--- src/rtl/fazyrv_spm_d_seq.sv ---
// Phase sequencer for the FazyRV data scratchpad: address shift-in, dmem handshake,
// in-place shift and serial read-out, with chunk counter and one-cycle done/trap pulses.
module fazyrv_spm_d_seq #(
  parameter int unsigned BWIDTH  = 1,
  parameter int unsigned NO_ICYC = 32 / BWIDTH,
  localparam int unsigned IcycW  = (NO_ICYC > 1) ? $clog2(NO_ICYC) : 1
) (
  input  logic             clk_i,
  input  logic             rst_in,
  input  logic             start_i,
  input  logic             instr_ld_i,
  input  logic             instr_st_i,
  input  logic             shft_op_i,
  input  logic             misalngd_i,
  input  logic             shft_done_i,
  input  logic             dmem_ack_i,
  output logic             dmem_stb_o,
  output logic             dmem_we_o,
  output logic             ld_par_o,
  output logic [IcycW-1:0] icyc_o,
  output logic             icyc_lsb_o,
  output logic             icyc_msb_o,
  output logic             cyc_rd_o,
  output logic             cyc_wt_o,
  output logic             cyc_shft_o,
  output logic             busy_o,
  output logic             done_o,
  output logic             trap_o
);

  localparam logic [IcycW-1:0] IcycLast = IcycW'(NO_ICYC - 1);

  typedef enum logic [2:0] {
    StIdle, StAdr, StWait, StShft, StRd, StDone, StTrap
  } state_e;

  typedef enum logic [1:0] {
    OpNone, OpLd, OpSt, OpShft
  } op_e;

  state_e           state_q, state_d;
  op_e              op_q, op_d;
  logic [IcycW-1:0] icyc_q, icyc_d;
  logic             icyc_last;
  logic             chunk_phase;

  assign icyc_last   = (icyc_q == IcycLast);
  assign chunk_phase = (state_q == StAdr) || (state_q == StRd);

  always_comb begin
    state_d = state_q;
    op_d    = op_q;
    unique case (state_q)
      StIdle: begin
        if (start_i && (instr_ld_i || instr_st_i || shft_op_i)) begin
          state_d = StAdr;
          if (instr_ld_i)      op_d = OpLd;
          else if (instr_st_i) op_d = OpSt;
          else                 op_d = OpShft;
        end
      end
      StAdr: begin
        // misalignment is only meaningful once the full address has been shifted in
        if (icyc_last) begin
          if (op_q == OpShft)  state_d = StShft;
          else if (misalngd_i) state_d = StTrap;
          else                 state_d = StWait;
        end
      end
      StWait: begin
        if (dmem_ack_i) state_d = (op_q == OpLd) ? StRd : StDone;
      end
      StShft: begin
        if (shft_done_i) state_d = StRd;
      end
      StRd: begin
        if (icyc_last) state_d = StDone;
      end
      StDone, StTrap: state_d = StIdle;
      default:        state_d = StIdle;
    endcase

    // counter runs only while staying inside a chunked phase; any entry restarts at 0
    icyc_d = '0;
    if (chunk_phase && (state_d == state_q)) icyc_d = icyc_q + IcycW'(1);
  end

  always_ff @(posedge clk_i or negedge rst_in) begin
    if (!rst_in) begin
      state_q <= StIdle;
      op_q    <= OpNone;
      icyc_q  <= '0;
    end else begin
      state_q <= state_d;
      op_q    <= op_d;
      icyc_q  <= icyc_d;
    end
  end

  assign busy_o     = (state_q != StIdle);
  assign cyc_wt_o   = (state_q == StWait);
  assign cyc_shft_o = (state_q == StShft);
  assign cyc_rd_o   = (state_q == StRd);
  assign done_o     = (state_q == StDone);
  assign trap_o     = (state_q == StTrap);
  assign dmem_stb_o = cyc_wt_o;
  assign dmem_we_o  = cyc_wt_o && (op_q == OpSt);
  assign ld_par_o   = cyc_wt_o && dmem_ack_i && (op_q == OpLd);
  assign icyc_o     = icyc_q;
  assign icyc_lsb_o = chunk_phase && (icyc_q == '0);
  assign icyc_msb_o = chunk_phase && icyc_last;

endmodule

--- config.mk ---
export PLATFORM = sky130hd
export DESIGN_NAME = fazyrv_spm_d_seq
export DESIGN_NICKNAME = d
export VERILOG_FILES = /design/src/rtl/fazyrv_spm_d_seq.sv
export SDC_FILE = /design/constraint.sdc
export NUM_CORES = 1
export LEC_CHECK = 0
export ABC_AREA = 1
export CORE_MARGIN = 2
export CORE_UTILIZATION = 45
export DETAILED_ROUTE_END_ITERATION = 8
export PLACE_DENSITY = 0.83
export SYNTH_ARGS = -nofsm -noshare
export SYNTH_HDL_FRONTEND = slang
export SYNTH_SLANG_ARGS = --single-unit
--- constraint.sdc ---
create_clock -name clk_i -period 4.29 [get_ports clk_i]
set_input_delay 0.6435 -clock clk_i [delete_from_list [all_inputs] [get_ports clk_i]]
set_output_delay 0.6435 -clock clk_i [all_outputs]
set_load 0.005 [all_outputs]
== Yosys cells after proc, flatten, opt, wreduce, memory -nomap -nowiden ==
Index checks and enable logic that the tools add are counted.

* $add $sub $neg: 1
* Equality and inequality tests: 11
* Multiplexer cells: 12
* Reductions and logical operators: 14

{| class="wikitable"
|+ Operator list
! kind !! number
|-
| 3-bit two-way mux || 7
|-
| 3-bit case mux with 5 select lines || 1
|-
| 3-bit == test (second input constant) || 3
|-
| 1-bit logical AND || 7
|-
| 3-bit by 2-bit == test with 1-bit output (second input constant) || 2
|-
| 5-bit by 1-bit adder with 5-bit output (second input constant) || 1
|-
| 5-bit == test (second input constant) || 1
|-
| 5-bit logical NOT || 1
|-
| 5-bit two-way mux || 1
|-
| 2-bit == test (second input constant) || 2
|-
| 3-bit by 1-bit == test with 1-bit output (second input constant) || 1
|-
| 3-bit == test || 1
|-
| 3-bit logical NOT || 1
|-
| 1-bit logical OR || 3
|-
| 3-bit nonzero test || 1
|-
| 2-bit by 1-bit == test with 1-bit output (second input constant) || 1
|-
| 1-bit two-way mux || 2
|-
| 2-bit two-way mux || 1
|-
| 2-bit AND reduction || 1
|}

* Bits in registers: 10
* Input bits: 9
* Output and inout bits: 16
* Logic and storage cells: 41

== Longest topological paths before layout ==
Gate-level depths: netlist (run 1).

* Depth after elaboration: 8
* Mapped depth: 12
* Depth with buffers taken out: 12

== Worst setup path after synthesis (run 1) ==
No wires, ideal clock.

* Path type: reg2out
* Start point: reg icyc_q[0] (netlist: icyc_o[0])
* End point: out icyc_msb_o
* Arrival: 1136 ps
* Required time: 3647 ps
* Slack: 2511 ps
* Stages on the path, launching flop included: 6
* Buffers on the path: 0
* Cell sequence: dfrtp_1 > ha_1 > and3_1 > ha_1 > inv_1 > nor2_1

* Word-level cells in the longest chain between the ends: 2

{| class="wikitable"
|+ RTL lines
! item !! RTL line !! source
|-
| start, declared || 43 || <nowiki>logic [IcycW-1:0] icyc_q, icyc_d;</nowiki>
|-
| start signal, assigned || 96 || <nowiki>icyc_q <= icyc_d;</nowiki>
|-
| 5-bit == test || 47 || <nowiki>assign icyc_last = (icyc_q == IcycLast);</nowiki>
|-
| 1-bit logical AND || 111 || <nowiki>assign icyc_msb_o = chunk_phase && icyc_last;</nowiki>
|-
| end, declared || 22 || <nowiki>output logic icyc_msb_o,</nowiki>
|}

No other way between the ends.

== Final worst setup path (run 1) ==
* Start point: in dmem_ack_i
* End point: out ld_par_o

* Word-level cells in the longest chain between the ends: 2

{| class="wikitable"
|+ RTL lines
! item !! RTL line !! source
|-
| start, declared || 16 || <nowiki>input logic dmem_ack_i,</nowiki>
|-
| 1-bit logical AND (2 in series) || 108 || <nowiki>assign ld_par_o = cyc_wt_o && dmem_ack_i && (op_q == OpLd);</nowiki>
|-
| end, declared || 19 || <nowiki>output logic ld_par_o,</nowiki>
|}

No other way between the ends.

==> summary.md, run 1 <==
| Metric | Value |
|---|---|
| Crit-path max FO | 4 |
| Routed vias/inst | 4.88 |
| Final hold violation count | 0 |
| Mapped Area | 694 um2 |
| Combinational power share | 0.375 |
| Post-cts sizing count | 0 |
| Final worst-path cycle share | 0.615 |
| CTS Root Cell | clkbuf_4 |
| DRT Pass-1 Iters | 4 |
| Clock network fraction of total power | 0.237 |
| Total number of vias | 673 |
| NetSw | 0.132 mW |
| RSZ-0062 raised after global routing | false |
| Placed Area | 936 um2 |
| FF+latch count, synth | 10 |
| Crit path launch | dmem_ack_i |
| Number of port buffers | 24 |
| CTS clk-pin slew, worst paths | 0.08 ns |
| Setup CP Type | in2out |
| Vias in the first global route | 624 |
| Top cell by count, worst path | clkdlybuf4s50_1 |
| # diodes | 0 |
| CTS Sinks | 10 |
| GPL Wtd Cong | 0.754 |
| Total die area | 1870 um2 |
| Final net count | 136 |
| Hold Path Class | reg2reg |
| H-tree Lvls | 1 |
| Area Overhead vs Synth | 40.0% |
| Setup Skew | 0.00145 ns |
| Share of cells above drive strength 1 | 0.123 |
| Final slew viol count | 0 |
| Top Ports | 25 |
| CTS buffer count | 3 |
| Synthesized Nets | 109 |
| Starting Density | 0.472 |
| Global-route wire length before repair | 2.48 mm |
| CTS tree | built |
| Grt total ovfl | 0 |
| Fmax | 0.379 GHz |
| Cts hold-fix bufs | 0 |
| Initial drt markers | 12 |
| Die height | 43.3 um |
| Yosys cell types | 23 |
| Critical path's largest stage delay | 0.55 ns |
| Fin area | 972 um2 |
| Cell Int Power | 0.252 mW |
| Mean Syn Cell Area | 7.23 um2 |
| Die W | 43.3 um |
| Worst setup EP type | output pin |
| Power share of the sequential group | 0.388 |
| Status | finished clean |
| Synth Warn # | 0 |
| Reg-to-Reg Start | icyc_o[0]$_DFF_PN0_ |
| Gr usage total | 0.181 |
| Routed len/inst | 11.3 um |
| Most frequent cells in the layout | 24 x clkdlybuf4s50_1, 17 x inv_1, 17 x nand2_1, 16 x nor2_1, 10 x dfrtp_1 |
| DP HPWL | 1.19 mm |
| Post-DRT Antenna Nets | 0 |
| Max Cap Viol | 0 |
| Initial antenna violation count | 0 |
| Final worst slack | 1.65 ns |
| PwrDens | 395 nW/um2 |
| Clk_lat worst skew | 0.28 ns |
| Crit path cell chain | clkdlybuf4s50_1, inv_1, nor4_1, clkdlybuf4s50_1 |
| VDD IR max | 0.309 mV |
| FILL cells | 140 |
| Commonest non-fill, non-tap cell in the layout | clkdlybuf4s50_1 |
| Worst path slowest cell | clkdlybuf4s50_1 |
| Setup crit start kind | input pin |
| DP Worst Slack | 1.63 ns |
| CP required | 3.65 ns |
| Slew HR | 0.682 |
| Seq/Total Area, Yosys | 0.360 |
| Hold_sp | icyc_o[0]$_DFF_PN0_ |
| Critical Path AT | 2.00 ns |
| Routed WL | 1.56 mm |
| Final setup viols | 0 |
| Overall Power | 0.384 mW |
| Final TNS setup | 0 ns |
| Switch share | 0.344 |
| Row cnt | 14 |
| # Post-CTS Setup Buffers | 0 |
| Core region area | 1470 um2 |
| DRC | 0 |
| Synthesized instance count | 96 |
| Largest net degree at the start of global routing | 11 |
| Clock buffer depth | 2 |
| Fin crit period | 2.64 ns |
| Slew at the pin closest to its max-slew limit | 0.476 ns |
| LEAKAGE | 0.501 nW |
## cell usage after synthesis
cell type / n / share of area
nand2_1: 17 / 0.092
buf_4: 1 / 0.011
o21ai_2: 1 / 0.013
nand3_2: 1 / 0.014
nand4_1: 2 / 0.018
nor4_1: 1 / 0.0090
nand3_1: 5 / 0.036
ha_1: 4 / 0.072
inv_2: 1 / 0.0054
buf_6: 1 / 0.016
o21a_1: 1 / 0.011
nor3_1: 4 / 0.029
o21bai_1: 1 / 0.011
a22oi_1: 1 / 0.011
inv_1: 17 / 0.092
dfrtp_1: 10 / 0.36
xnor2_1: 1 / 0.013
nor2_2: 4 / 0.036
nor2_1: 16 / 0.086
xor2_1: 1 / 0.013
and3_1: 1 / 0.0090
nand2_2: 4 / 0.036
a21oi_1: 1 / 0.0072
## registers in the layout, summed over array words and instances, names as in the netlist
name and flops:
state_q 3, icyc_o 5, op_q 2
## routing by layer
layer / GRT usage / routed length (um) / part of all wire / up-vias
li1: - / - / - / 348
met1: 0.205 / 666 / 0.43 / 306
met2: 0.304 / 796 / 0.51 / 15
met3: 0.0553 / 62 / 0.040 / 4
met4: 0.0848 / 31 / 0.020 / 0
met5: 0 / 0 / 0 / -
## worst paths after layout
path | depth (start not counted) | slack, ns | end
min | 1 | 0.52 | icyc_o[0]$_DFF_PN0_
max | 4 | 1.65 | ld_par_o
max reg2reg | 12 | 2.43 | icyc_o[3]$_DFF_PN0_
min reg2reg | 1 | 0.52 | icyc_o[0]$_DFF_PN0_
max in group asynchronous | 1 | 3.28 | op_q[1]$_DFFE_PN0P_
min in group asynchronous | 1 | 0.69 | state_q[2]$_DFF_PN0_
## worst max-delay path, delay by kind of cell
kind / cells / cell delay (ns)
buffers and inverters: 3 / 1.08
and+or+nand+nor: 1 / 0.27
## area by class of cell
cell class                 count  area (um2)  area share
inverter                      18        67.6      0.0695
sequential                    10         250       0.257
tap                           16        20.0      0.0206
timing repair buffer          24         240       0.247
clock buffer                   4        36.3      0.0373
multi-input combinational     66         358       0.368
## cell families (layout without fill, tap and decap cells)
logic type                 after synthesis  count (layout)  synth area share
DFF                                     10              10             0.360
xor gates and xnor gates                 2               2            0.0252
adders and majority gates                4               4            0.0721
AOI/OAI and AO/OA                        5               5            0.0523
buffers and inverters                   20              46             0.124
and+or+nand+nor                         55              55             0.366
## power by group through the flow
stage | sequential (mW) | combinational (mW) | clock, mW
2_1_floorplan | 0.144 | 0.0795 | 0
3_3_place_gp | 0.148 | 0.142 | 0
3_5_place_dp | 0.150 | 0.145 | 0
4_1_cts | 0.149 | 0.147 | 0.0934
5_1_grt | 0.153 | 0.163 | 0.0950
6_report | 0.149 | 0.144 | 0.0909
## per-stage QoR
step | util | hold WS (ns) | instances
floorplan | - | 0.348 | 96
global placement | 0.636 | 0.500 | 134
detailed placement | 0.636 | 0.503 | 134
CTS | 0.661 | 0.525 | 138
global route | 0.661 | 0.555 | 138
finish | 0.661 | 0.519 | 138
No activity file was read; power rests on OpenSTA's default activity.
==> run 2, diff against run 1 <==
--- a/config.mk
+++ b/config.mk
@@ -7,9 +7,9 @@
 export LEC_CHECK = 0
 export ABC_AREA = 1
 export CORE_MARGIN = 2
-export CORE_UTILIZATION = 45
+export CORE_UTILIZATION = 43
 export DETAILED_ROUTE_END_ITERATION = 8
-export PLACE_DENSITY = 0.83
+export PLACE_DENSITY = 0.8
 export SYNTH_ARGS = -nofsm -noshare
 export SYNTH_HDL_FRONTEND = slang
 export SYNTH_SLANG_ARGS = --single-unit
==> constraint.sdc (replaced) <==
create_clock -name clk_i -period 2.7 [get_ports clk_i]
set_input_delay 0.405 -clock clk_i [delete_from_list [all_inputs] [get_ports clk_i]]
set_output_delay 0.405 -clock clk_i [all_outputs]
set_load 0.005 [all_outputs]
==> run 2 against run 1 <==
  * Non-clock buffer count stayed put
  * Setup slack worse by 1.3 ns
  * Clock-buffer cell count stayed put
  * Core utilization is 1.5 points lower
  * Register-to-register slack worse by 1.6 ns
  * Sequential share of layout area stayed put
  * Clock skew is 0.0055 ns higher
  * Flip-flop and latch count stayed put
  * Hold slack worse by 0.061 ns
  * Die area is 4.2% higher
  * First-iteration DRC count stayed put
  * Routed wire length is 0.58% lower
  * Critical path type is now reg2out
  * Largest cell class unchanged
  * Largest power group unchanged
==> summary.md, run 2 (same netlist as run 1, synthesis figures left out) <==
| Metric | Value |
|---|---|
| Hold Path Class | in2async |
| Area Overhead vs Synth | 40.0% (unchanged) |
| DRC | 0 (unchanged) |
| Most frequent cells in the layout | 24 x clkdlybuf4s50_1, 17 x inv_1, 17 x nand2_1, 16 x nor2_1, 10 x dfrtp_1 |
| Critical path's largest stage delay | 0.50 ns (-0.05 ns) |
| PwrDens | 623 nW/um2 (+58%) |
| CTS tree | built |
| Crit path cell chain | ha_1, and3_1, ha_1, inv_1, nor2_1, clkdlybuf4s50_1 |
| Vias in the first global route | 604 (-3.2%) |
| # Post-CTS Setup Buffers | 0 (unchanged) |
| Commonest non-fill, non-tap cell in the layout | clkdlybuf4s50_1 |
| Max Cap Viol | 0 (unchanged) |
| Die W | 44.2 um (+2.1%) |
| Global-route wire length before repair | 2.42 mm (-2.8%) |
| Starting Density | 0.461 (-0.0110) |
| Setup CP Type | reg2out |
| Hold WS | 0.457 ns (-0.0615 ns) |
| Clock buffer depth | 2 (unchanged) |
| Worst path slowest cell | clkdlybuf4s50_1 |
| Final slew viol count | 0 (unchanged) |
| Setup Skew | 0.00699 ns (+0.00555 ns) |
| VDD IR max | 0.392 mV (+27%) |
| Gr usage total | 0.171 (-0.00933) |
| CTS Sinks | 10 (unchanged) |
| CP required | 2.30 ns (-1.35 ns) |
| Final setup viols | 0 (unchanged) |
| Clk_lat worst skew | 0.27 ns (about the same) |
| Top cell by count, worst path | ha_1 |
| CTS clk-pin slew, worst paths | 0.07 ns (about the same) |
| Largest net degree at the start of global routing | 11 (unchanged) |
| Max reg flops | 5 (unchanged) |
| Initial antenna violation count | 0 (unchanged) |
| GPL Wtd Cong | 0.726 (-3.8%) |
| DRT Pass-1 Iters | 4 (unchanged) |
| Final net count | 136 (unchanged) |
| CTS buffer count | 3 (unchanged) |
| CTS Root Cell | clkbuf_4 |
| Total die area | 1950 um2 (+4.2%) |
| Buf+Inv Stages, Crit Path | 2 (-1) |
| Total number of vias | 672 (-0.15%) |
| Critical Path AT | 1.91 ns (-0.09 ns) |
| Post-cts sizing count | 0 (unchanged) |
| Post-DRT Antenna Nets | 0 (unchanged) |
| Fmax | 0.432 GHz |
| Crit-path max FO | 5 (+1) |
| Final worst-path cycle share | 0.857 |
| Final hold violation count | 0 (unchanged) |
| Top Ports | 25 (unchanged) |
| Worst setup EP type | output pin |
| # diodes | 0 (unchanged) |
| Number of port buffers | 24 (unchanged) |
| Family with the most delay on the worst path | buffers and inverters |
| Share of cells above drive strength 1 | 0.123 (unchanged) |
| FILL cells | 142 (+1.4%) |
| Routed len/inst | 11.2 um (-0.58%) |
| Die height | 44.2 um (+2.1%) |
| Initial drt markers | 12 (unchanged) |
| Row cnt | 14 (unchanged) |
| Core region area | 1510 um2 (+2.4%) |
| Slew HR | 0.675 (-0.00650) |
| Cts hold-fix bufs | 0 (unchanged) |
| Fin crit period | 2.31 ns |
| Status | finished clean |
| LEAKAGE | 0.501 nW (unchanged) |
| Grt total ovfl | 0 (unchanged) |
| Routed vias/inst | 4.87 (-0.15%) |
| Routed WL | 1.55 mm (-0.58%) |
| RSZ-0062 raised after global routing | false |
| H-tree Lvls | 1 (unchanged) |
| Setup crit start kind | flop |
| Final TNS setup | 0 ns (unchanged) |
| Reg2reg setup slack | 0.86 ns (-1.57 ns) |
| DP HPWL | 1.19 mm (-0.18%) |
| Slew at the pin closest to its max-slew limit | 0.485 ns (+0.00972 ns) |
==> run 2: layout make-up <==
type                       instances  area (um2)  area share
tap                               16        20.0      0.0206
clock buffer                       4        36.3      0.0373
inverter                          18        67.6      0.0695
sequential                        10         250       0.257
timing repair buffer              24         240       0.247
multi-input combinational         66         358       0.368
==> run 2: power breakdown <==
group | internal, mW | switching [mW]
clock network | 0.0819 | 0.0562
registers | 0.189 | 0.0485
logic | 0.130 | 0.101
total | 0.401 | 0.205
==> run 2: worst paths after layout <==
check | from | endpoint | cells after the start
worst min-delay path | rst_in | state_q[2]$_DFF_PN0_ | 1
min in group clk_i | icyc_o[0]$_DFF_PN0_ | icyc_o[0]$_DFF_PN0_ | 1
worst max-delay path | icyc_o[0]$_DFF_PN0_ | icyc_msb_o | 6
max in group asynchronous | rst_in | icyc_o[3]$_DFF_PN0_ | 1
worst max register to register | icyc_o[0]$_DFF_PN0_ | icyc_o[3]$_DFF_PN0_ | 12
worst min register to register | icyc_o[0]$_DFF_PN0_ | icyc_o[0]$_DFF_PN0_ | 1
==> run 2: per-stage QoR <==
step,utilization,power (mW),std cells,area [um2],setup slack (ns)
after detailed placement,0.621,0.470,134,936,0.530
after CTS,0.645,0.612,138,972,0.365
after global routing,0.645,0.652,138,972,0.222
after floorplan,-,0.356,96,694,1.04
after global placement,0.621,0.460,134,936,0.565
final,0.645,0.606,138,972,0.387
==> run 2: metal layers <==
metal | vias up | GRT usage | wire length, um
met1 | 301 | 0.206 | 701
met4 | 0 | 0.0545 | 23
met2 | 15 | 0.282 | 760
li1 | 351 | - | -
met3 | 5 | 0.0653 | 62
met5 | - | 0 | 0
==> run 3, diff against run 2 <==
--- a/config.mk
+++ b/config.mk
@@ -9,6 +9,7 @@
 export CORE_MARGIN = 2
 export CORE_UTILIZATION = 43
 export DETAILED_ROUTE_END_ITERATION = 8
+export GPL_TIMING_DRIVEN = 0
 export PLACE_DENSITY = 0.8
 export SYNTH_ARGS = -nofsm -noshare
 export SYNTH_HDL_FRONTEND = slang
==> constraint.sdc (replaced) <==
create_clock -name clk_i -period 2.3 [get_ports clk_i]
set_input_delay 0.345 -clock clk_i [delete_from_list [all_inputs] [get_ports clk_i]]
set_output_delay 0.345 -clock clk_i [all_outputs]
set_load 0.005 [all_outputs]
==> run 3 against run 2 <==
  * Via count rose by 2.7%
  * Die area did not move
  * Cell count rose by 2.2%
  * Largest power group is now combinational cells
==> summary.md, run 3 (same netlist as run 1, synthesis figures left out) <==
| Metric | Value |
|---|---|
| CTS Sinks | 10 (unchanged) |
| Top cell by count, worst path | nand2_1 |
| Reg-to-Reg Start | icyc_o[1]$_DFF_PN0_ |
| Critical path's largest stage delay | 0.52 ns (+0.02 ns) |
| Post-DRT Antenna Nets | 0 (unchanged) |
| Share of cells above drive strength 1 | 0.160 (+0.0370) |
| H-tree Lvls | 1 (unchanged) |
| DP Worst Slack | 0.279 ns (-0.252 ns) |
| CTS Root Cell | clkbuf_4 |
| VDD IR max | 0.571 mV (+46%) |
| Combinational power share | 0.412 (+0.032) |
| Final TNS setup | 0 ns (unchanged) |
| Largest net degree at the start of global routing | 11 (unchanged) |
| Max Cap Viol | 0 (unchanged) |
| Initial drt markers | 2 (-10) |
| Dpl cells | 136 (+1.5%) |
| LEAKAGE | 0.535 nW (+6.7%) |
| Setup crit start kind | flop |
| Hold Path Class | in2async |
| Clock buffer depth | 2 (unchanged) |
| Overall Power | 0.735 mW (+21%) |
| Total number of vias | 690 (+2.7%) |
| CTS tree | built |
| Global-route wire length before repair | 2.75 mm (+14%) |
| Gr usage total | 0.197 (+0.0256) |
| Die W | 44.2 um (unchanged) |
| CP required | 1.96 ns (-0.34 ns) |
| Final worst slack | 0.153 ns (-0.234 ns) |
| Number of port buffers | 24 (unchanged) |
| Area Overhead vs Synth | 44.5% |
| Routed WL | 1.64 mm (+6.1%) |
| Core region area | 1510 um2 (unchanged) |
| Commonest non-fill, non-tap cell in the layout | clkdlybuf4s50_1 |
| Vias in the first global route | 648 (+7.3%) |
| Setup CP Type | reg2out |
| Slew at the pin closest to its max-slew limit | 0.481 ns (-0.00409 ns) |
| Row cnt | 14 (unchanged) |
| Worst setup EP type | output pin |
| NetSw | 0.248 mW (+21%) |
| Non-Filler Instances | 141 (+2.2%) |
| Cell Int Power | 0.487 mW (+22%) |
| Util after Layout | 0.666 (+0.0208) |
| DRC | 0 (unchanged) |
| Final net count | 139 (+2.2%) |
| Max reg flops | 5 (unchanged) |
| Critical R2R Capture | icyc_o[0]$_DFF_PN0_ |
| Routed vias/inst | 4.89 (+0.49%) |
| FILL cells | 136 (-4.2%) |
| Power share of the sequential group | 0.364 (-0.028) |
| Crit-path max FO | 5 (unchanged) |
| Final slew viol count | 0 (unchanged) |
| # diodes | 0 (unchanged) |
| Final setup viols | 0 (unchanged) |
| Top Ports | 25 (unchanged) |
| Final hold violation count | 0 (unchanged) |
| RSZ-0062 raised after global routing | false |
| Switch share | 0.337 (-0.00170) |
| Reg2reg setup slack | 0.55 ns (-0.31 ns) |
| Reg2Reg Depth | 11 (-1) |
| Setup Skew | 0.00604 ns (-0.000950 ns) |
| Fin crit period | 2.15 ns |
| Fin area | 1000 um2 (+3.2%) |
| Hold WS | 0.393 ns (-0.0644 ns) |
| Critical Path AT | 1.80 ns (-0.11 ns) |
| Final worst-path cycle share | 0.933 |
| Worst path slowest cell | clkdlybuf4s50_1 |
| Fmax | 0.466 GHz |
| Crit path cell chain | inv_2, nand2_1, nand2_1, o21a_1, inv_1, nor3_1, clkdlybuf4s50_1 |
| PwrDens | 732 nW/um2 (+18%) |
| Starting Density | 0.461 (unchanged) |
| Total die area | 1950 um2 (unchanged) |
| Status | finished clean |
| Clock network fraction of total power | 0.225 (-0.003) |
| Clk_lat worst skew | 0.27 ns (about the same) |
| Die height | 44.2 um (unchanged) |
| Slew HR | 0.678 (+0.00273) |
| GPL Wtd Cong | 0.796 (+9.7%) |
| DP HPWL | 1.26 mm (+6.0%) |
| CTS clk-pin slew, worst paths | 0.08 ns (about the same) |
| Most frequent cells in the layout | 23 x clkdlybuf4s50_1, 17 x nand2_1, 16 x inv_1, 16 x nor2_1, 10 x dfrtp_1 |
| CTS buffer count | 3 (unchanged) |
| Initial antenna violation count | 0 (unchanged) |
| Placed Area | 955 um2 (+2.0%) |
| Grt total ovfl | 0 (unchanged) |
| DRT Pass-1 Iters | 4 (unchanged) |
| Routed len/inst | 11.6 um (+3.8%) |
-- run 3: layout make-up --
class | instances | area (um2) | share of cell area
multi-input cells | 66 | 360 | 0.359
flip-flops and latches | 10 | 250 | 0.249
repair buffers | 25 | 250 | 0.249
inverters | 18 | 67.6 | 0.0673
clock buffers | 4 | 36.3 | 0.0362
well taps | 16 | 20.0 | 0.0200
plain buffers | 2 | 18.8 | 0.0187
-- run 3: repair_timing --
item,4_1_cts,5_1_grt
gates resized for setup,0,3
pin swaps,0,1
endpoints found under the setup margin,1,2
hold buffers,0,0
buffers inserted,1,0
gates cloned,0,0
-- run 3: worst max-delay path by stage --
stage / startpoint / cells past startpoint / slack, ns / endpoint
floorplan: icyc_o[0]$_DFF_PN0_ / 12 / 0.64 / icyc_o[0]$_DFF_PN0_
global placement: dmem_ack_i / 4 / 0.26 / ld_par_o
detailed placement: dmem_ack_i / 4 / 0.28 / ld_par_o
CTS: icyc_o[1]$_DFF_PN0_ / 6 / 0.04 / icyc_msb_o
global route: state_q[1]$_DFF_PN0_ / 7 / 0.04 / icyc_lsb_o
finish: state_q[1]$_DFF_PN0_ / 7 / 0.15 / icyc_lsb_o
-- run 3: power by group through the flow --
stage / registers (mW) / clock network [mW] / logic (mW)
detailed placement: 0.277 / 0 / 0.282
global route: 0.272 / 0.178 / 0.351
global placement: 0.274 / 0 / 0.273
finish: 0.267 / 0.165 / 0.303
CTS: 0.266 / 0.166 / 0.307
floorplan: 0.269 / 0 / 0.148
-- run 3: routing by layer --
metal	wire length [um]	vias to the layer above	global-route usage
met1	640	317	0.201
met3	66	0	0.0612
met2	934	18	0.388
li1	-	355	-
met4	0	0	0.0364
met5	0	-	0
-- run 3: worst max-delay path: cells and delay by family, from the launching register on --
kind / cells / cell delay [ns]
buffers and inverters: 3 / 0.69
flip-flops: 1 / 0.46
AND/OR/NAND/NOR: 3 / 0.25
AO/OA/AOI/OAI: 1 / 0.14
